## config.mk

```make
export PLATFORM = sky130hd
export DESIGN_NAME = gpio_port
export DESIGN_NICKNAME = d
export VERILOG_FILES = /design/src/rtl/gpio_port.sv
export SDC_FILE = /design/constraint.sdc
export NUM_CORES = 1
export LEC_CHECK = 0
export ABC_AREA = 1
export BUFFER_PORTS_ARGS = -buffer_cell sky130_fd_sc_hd__buf_2
export CORE_ASPECT_RATIO = 0.9
export CORE_MARGIN = 4
export CORE_UTILIZATION = 46
export DETAILED_ROUTE_END_ITERATION = 6
export PLACE_DENSITY = 0.8
export SLEW_MARGIN = 20
export SYNTH_ARGS = -nofsm -noshare
export SYNTH_HDL_FRONTEND = slang
export SYNTH_SLANG_ARGS = --single-unit
```

## constraint.sdc

```tcl
create_clock -name xtal -period 1.4 [get_ports xtal]
set_clock_uncertainty 0.05 [all_clocks]
set_input_delay 0.14 -clock xtal [delete_from_list [all_inputs] [get_ports xtal]]
set_output_delay 0.14 -clock xtal [all_outputs]
set_load 0.02 [all_outputs]
```

## src/rtl/gpio_port.sv

```systemverilog
// Memory-mapped GPIO port: OUT/SET/CLR/TGL, synchronised IN, optional edge interrupts.
// Optional feature macro: GPIO_IRQ_EN (IEN/PEND registers, edge detector, irq).

module gpio_lane #(
  parameter int SYNC_STAGES = 2
) (
  input  logic xtal,
  input  logic resetn,
  input  logic pad,
  input  logic pend_clr,
  output logic in_sync,
  output logic pend
);
  logic [SYNC_STAGES-1:0] sync_q;

  always_ff @(posedge xtal or negedge resetn)
    if (!resetn) sync_q <= '0;
    else         sync_q <= {sync_q[SYNC_STAGES-2:0], pad};

  assign in_sync = sync_q[SYNC_STAGES-1];

`ifdef GPIO_IRQ_EN
  logic prev_q, pend_q;

  // A fresh edge outranks a same-cycle W1C so no event is ever lost.
  always_ff @(posedge xtal or negedge resetn)
    if (!resetn) begin
      prev_q <= 1'b0;
      pend_q <= 1'b0;
    end else begin
      prev_q <= in_sync;
      pend_q <= (pend_q & ~pend_clr) | (in_sync & ~prev_q);
    end

  assign pend = pend_q;
`else
  logic lane_unused;
  assign lane_unused = pend_clr;
  assign pend        = 1'b0;
`endif
endmodule

module gpio_port #(
  parameter int          WIDTH       = 8,
  parameter int          SYNC_STAGES = 2,
  parameter logic [31:0] RESET_OUT   = 32'h0
) (
  input  logic             xtal,
  input  logic             resetn,
  input  logic [4:0]       bus_addr,
  input  logic [31:0]      bus_wdata,
  input  logic [3:0]       bus_wmask,
  input  logic             bus_wr,
  input  logic             bus_rd,
  output logic [31:0]      bus_rdata,
  output logic             bus_ready,
  input  logic [WIDTH-1:0] gpio_in,
  output logic [WIDTH-1:0] gpio,
  output logic             irq
);
  localparam int NB = (WIDTH + 7) / 8;

  typedef enum logic [2:0] {
    R_OUT, R_SET, R_CLR, R_TGL, R_IN, R_IEN, R_PEND, R_RSV
  } reg_e;

  typedef struct packed {
    logic             wr;
    logic             rd;
    reg_e             sel;
    logic [WIDTH-1:0] data;
  } bus_req_t;

  bus_req_t         req;
  logic [WIDTH-1:0] out_q, out_d;
  logic [WIDTH-1:0] in_sync, pend, pend_clr, ien;
  logic [31:0]      rd_mux;
  logic             unused_bits;

  // Writes only land when every byte lane covering the pins is enabled.
  assign req.wr   = bus_wr && (&bus_wmask[NB-1:0]);
  assign req.rd   = bus_rd;
  assign req.sel  = reg_e'(bus_addr[4:2]);
  assign req.data = bus_wdata[WIDTH-1:0];

  assign unused_bits = ^{bus_wdata, bus_wmask, bus_addr[1:0]};

  for (genvar i = 0; i < WIDTH; i++) begin : g_lane
    gpio_lane #(.SYNC_STAGES(SYNC_STAGES)) u_lane (
      .xtal     (xtal),
      .resetn   (resetn),
      .pad      (gpio_in[i]),
      .pend_clr (pend_clr[i]),
      .in_sync  (in_sync[i]),
      .pend     (pend[i])
    );
  end

  always_comb begin
    out_d = out_q;
    if (req.wr)
      case (req.sel)
        R_OUT:   out_d = req.data;
        R_SET:   out_d = out_q | req.data;
        R_CLR:   out_d = out_q & ~req.data;
        R_TGL:   out_d = out_q ^ req.data;
        default: out_d = out_q;
      endcase
  end

  always_ff @(posedge xtal or negedge resetn)
    if (!resetn) out_q <= RESET_OUT[WIDTH-1:0];
    else         out_q <= out_d;

  assign gpio = out_q;

`ifdef GPIO_IRQ_EN
  logic [WIDTH-1:0] ien_q;

  always_ff @(posedge xtal or negedge resetn)
    if (!resetn)                      ien_q <= '0;
    else if (req.wr && req.sel == R_IEN) ien_q <= req.data;

  assign ien      = ien_q;
  assign pend_clr = (req.wr && req.sel == R_PEND) ? req.data : '0;
  assign irq      = |(pend & ien_q);
`else
  assign ien      = '0;
  assign pend_clr = '0;
  assign irq      = 1'b0;
`endif

  // Read mux sees pre-write flop state, so a combined rd+wr returns old data.
  always_comb begin
    rd_mux = '0;
    case (req.sel)
      R_OUT:   rd_mux[WIDTH-1:0] = out_q;
      R_IN:    rd_mux[WIDTH-1:0] = in_sync;
      R_IEN:   rd_mux[WIDTH-1:0] = ien;
      R_PEND:  rd_mux[WIDTH-1:0] = pend;
      default: rd_mux = '0;
    endcase
  end

  always_ff @(posedge xtal or negedge resetn)
    if (!resetn) begin
      bus_rdata <= '0;
      bus_ready <= 1'b0;
    end else begin
      bus_ready <= bus_rd | bus_wr;
      if (req.rd) bus_rdata <= rd_mux;
    end
endmodule

```

* Yosys cells after proc, flatten, opt, wreduce, memory -nomap -nowiden
Index checks and enable logic that the tools add are counted.
** Operators by class
- Bitwise gates (word level) :: 5
- Reductions and logical operators :: 4
- Shifts and indexed selects :: 0
- $lt $le $gt $ge :: 0
- $mul :: 0
- Add/subtract/negate cells :: 0
- Equality and inequality tests :: 4
- Divide/modulo/power cells :: 0
- Mux-type cells :: 2
** Operators with widths (count)
- one-hot mux 8 bit (4 select lines) :: 1
- one-hot mux 8 bit (2 select lines) :: 1
- bitwise AND 8 bit :: 1
- inverter 8 bit :: 1
- OR 8 bit :: 1
- XOR 8 bit :: 1
- equality test 3 x 2 -> 1 bit (second input constant) :: 2
- nonzero test 4 bit :: 1
- equality test 3 x 1 -> 1 bit (second input constant) :: 1
- equality test 3 bit (second input constant) :: 1
- zero test 3 bit :: 1
- AND reduction 2 bit :: 1
- logical AND 1 bit :: 1
- OR 1 bit :: 1
** Storage, ports and cells
- Word-level logic and storage cells :: 26
- ROM bits :: 0
- Memories kept :: 0
- Register bits after elaboration :: 33
- Latch bits :: 0
- Bits in writable memories :: 0
- Output and inout bits :: 42

* Logic depth before layout (Yosys ltp)
- Word-level depth :: 3
- Gate-level depth with buffers :: 8
- Gate-level depth less buffers :: 8

* Cells and area by module
A second synthesis with hierarchy kept.
** Unflattened totals
- Cells, all modules :: 280
- Area total of the unflattened synthesis :: 2123.3 µm²
** Modules (own cells, without submodules)
- gpio_port :: cells an instance 248, area an instance 1632.8 µm², instances 1
- gpio_lane :: cells an instance 4, area an instance 61.3 µm², instances 8

* Least setup slack after synthesis
No wires, ideal clock.
- Kind :: reg-to-reg
- Start :: reg out_q[1], in the netlist gpio[1]
- End :: reg out_q[1], in the netlist gpio[1]
- Slack :: 0.187 ns
- Stages on the path, launching flop included :: 7
- Period minus slack after synthesis :: 1.213 ns
- Library setup time :: 0.117 ns
- Arrival time :: 1.047 ns
- Path through :: dfrtp_1 > inv_1 > ha_1 > nand4_1 > nand3_1 > nand2_1 > nand2_1
** Between the ends
- Longest elaborated chain between the ends :: 2
- Elaborated cells between the ends (all ways) :: 4
** RTL lines
- start: declaration :: RTL line 75 : logic [WIDTH-1:0] out_q, out_d;
- start signal: assignment :: RTL line 112 : if (!resetn) out_q <= RESET_OUT[WIDTH-1:0];
- start signal: assignment :: RTL line 113 : else out_q <= out_d;
- XOR 8 bit (tied with other cells) :: RTL line 106 : R_TGL: out_d = out_q ^ req.data;
- one-hot mux 8 bit (4 select lines) * :: RTL line 102 : case (req.sel)
Every way passes the cells marked *; elsewhere a longest branch is shown, timed or not.
A chain may end at the register's enable or synchronous reset.

* Worst setup path after layout
- Start :: reg out_q[4], in the netlist gpio[4]
- End :: reg out_q[4], in the netlist gpio[4]
The elaborated chain is that of the path after synthesis.

==> results_dict.tcl <==
set metrics [dict create \
    final_area_sq_mm 0.002335 \
    multiInputGateArea_sq_um 884.6 \
    setup_viol 0 \
    clk_pin_slew_ns 0.06 \
    place_area_sq_mm 0.002158 \
    worstSetupEndpointType "flop" \
    hold_viol_final 0 \
    antenna_found_initial 0 \
    worst-endpoint-required_ns 1.52 \
    crit_top_cell "nand2_1" \
    die_w_microns 77.17 \
    cts_resized 0 \
    hp-class "primary input to flop" \
    fin_setup_tns_ns 0 \
    firstDrtPassIters 4 \
    io_buffers 40 \
    hold_ws_ns 0.04726 \
    die_h_microns 70.25 \
    max_stage_delay_ns 0.44 \
    die_area_sq_mm 0.005421 \
    status "finished clean" \
    rows 22 \
    vdd_ir_drop_max_v 0.0008456 \
    finalCritPeriodShare 0.8621 \
    gp_congestion 0.8609 \
    powerDensity_mw_per_mm2 1025 \
    drv_cap 0 \
    initial_core_util 0.4797 \
    antenna_cells 0 \
    routedWlPerCell_microns 11.58 \
    fmax_mhz 828.6 \
    ys_seq_elements 33 \
    startpoint_type "flop" \
    syn_inst 248 \
    min_period_ns 1.207 \
    final_nets 373 \
    register_area_sq_um 825.8 \
    drtIter0Drc 63 \
    final_common_cell "nand2_1" \
    cpMaxStageDelayCell "dfrtp_1" \
    crit_chain "inv_1 > ha_1 > nand4_1 > nand3_1 > nand2_1 > nand2_1" \
    vias 1646 \
    synth_cell_types 21 \
    final_cell_mix "nand2_1, buf_2, inv_1" \
    coreArea_sq_mm 0.004129 \
    grt_max_degree 34 \
    grt_pass1_vias 1552 \
    clockBufferDepth 2 \
    cts_setup_buffers 0 \
    io_pins 95 \
    clkSinkCount 33 \
    drc 0 \
    grt.overflow.total 0 \
    root_buffer "clkbuf_8" \
    fillers 389 \
    setup.worst_path.class "flop to flop" \
    ys_warn_count 0 \
    cp_max_fo 5 \
    leakage_nw 1.412 \
    cts_tree "done" \
    final_layout_size_suffix_gt1_frac 0.2007 \
    drtAntennaViolNets 0 \
    clk_latency_ns 0.27 \
    synth_area_sq_mm 0.001981 \
    h-tree-depth 2 \
    finalWirelength_mm 4.075 \
    dp_hpwl_mm 2.975 \
    slew_violations 0 \
    synth-seq-area-share 0.4169 \
    syn_avg_cell_area_sq_um 7.986 \
    worstPathArrival_ns 1.32 \
    synthToLayoutAreaGrowth_pct 17.88 \
    cts_buffers 5 \
    rsz0062_at_grt "false" \
    grtUsageTotal 0.1588 \
    grt_pass1_wl_mm 6.989 \
    drt-vias-per-instance 4.676 \
]
-- per-layer routing --
metal / vias up / share of wire / track usage
li1: 820 / - / -
met1: 759 / 0.43 / 0.2028
met2: 63 / 0.49 / 0.2723
met3: 4 / 0.073 / 0.04897
met4: 0 / 0.0020 / 0.01779
met5: - / 0 / 0
-- area by class of cell --
type	count	area share
Clock buffer	7	0.03698
Inverter	38	0.06109
Multi-Input combinational cell	171	0.3789
Sequential cell	33	0.3537
Tap cell	48	0.02572
Timing Repair Buffer	55	0.1436
-- per-stage QoR --
step                power (W)  cells  setup WS (ns)    util
finish               0.002392    352         0.1931  0.5655
global route         0.002558    352        0.05614  0.5655
CTS                  0.002416    352         0.1861  0.5655
detailed placement   0.001694    336         0.1946  0.5227
global placement     0.001673    336         0.2173  0.5227
floorplan            0.001545    272         0.1867       -
-- where the power goes --
| group | leakage [nW] | internal, W | switching (W) |
|---|---|---|---|
| combinational | 0.964 | 0.000199 | 0.000379 |
| clock | 0.0443 | 0.000389 | 0.000307 |
| sequential | 0.404 | 0.00104 | 0.0000785 |
-- Yosys cell counts (all sizes together) --
master | instances | area share
nand3 | 25 | 0.066
o21ai | 7 | 0.018
nand2 | 84 | 0.16
a21oi | 1 | 0.0025
nand4 | 8 | 0.025
ha | 16 | 0.10
clkbuf | 1 | 0.0019
conb | 1 | 0.0019
dfrtp | 33 | 0.42
nor2 | 4 | 0.020
buf | 29 | 0.11
inv | 38 | 0.072
or2 | 1 | 0.0032
-- cell families (layout without fill, tap and decap cells) --
| group | count (synthesis) | in the layout | synth area share |
|---|---|---|---|
| AO/OA/AOI/OAI | 8 | 8 | 0.02021 |
| adder cells (fa/ha/maj) | 16 | 16 | 0.1011 |
| buffers and inverters | 68 | 100 | 0.1819 |
| flip-flops | 33 | 33 | 0.4169 |
| other | 1 | 25 | 0.001893 |
| AND/OR/NAND/NOR | 122 | 122 | 0.2780 |
-- sequential cells by signal (all words and copies together), names as in the netlist --
| signal | flops |
|---|---|
| bus_rdata | 8 |
| bus_ready | 1 |
| g_lane.u_lane.sync_q | 16 |
| gpio | 8 |
-- worst max-delay path, delay by kind of cell (launching register included) --
family,cells,cell delay [ns]
buf+inv,1,0.06
simple gates,4,0.28
fa+ha+maj,1,0.27
flops,1,0.44
-- timing repair --
item	CTS	global route
endpoints found under the setup margin	0	0
endpoints found under the hold margin	41	0
hold buffers	9	0
-- path summary, 6_finish.rpt --
check	startpoint	endpoint	slack [ns]	cells after the start
max	gpio[4]	gpio[4]	0.19	6
min	bus_wr	bus_ready	0.05	2
max reg2reg	gpio[4]	gpio[4]	0.19	6
min reg2reg	g_lane[5].u_lane.sync_q[0]	g_lane[5].u_lane.sync_q[1]	0.30	0
max in group asynchronous	resetn	gpio[1]	0.64	3
min in group asynchronous	resetn	g_lane[7].u_lane.sync_q[0]	0.36	3
Note: power is estimated with default switching activity, not from simulation.
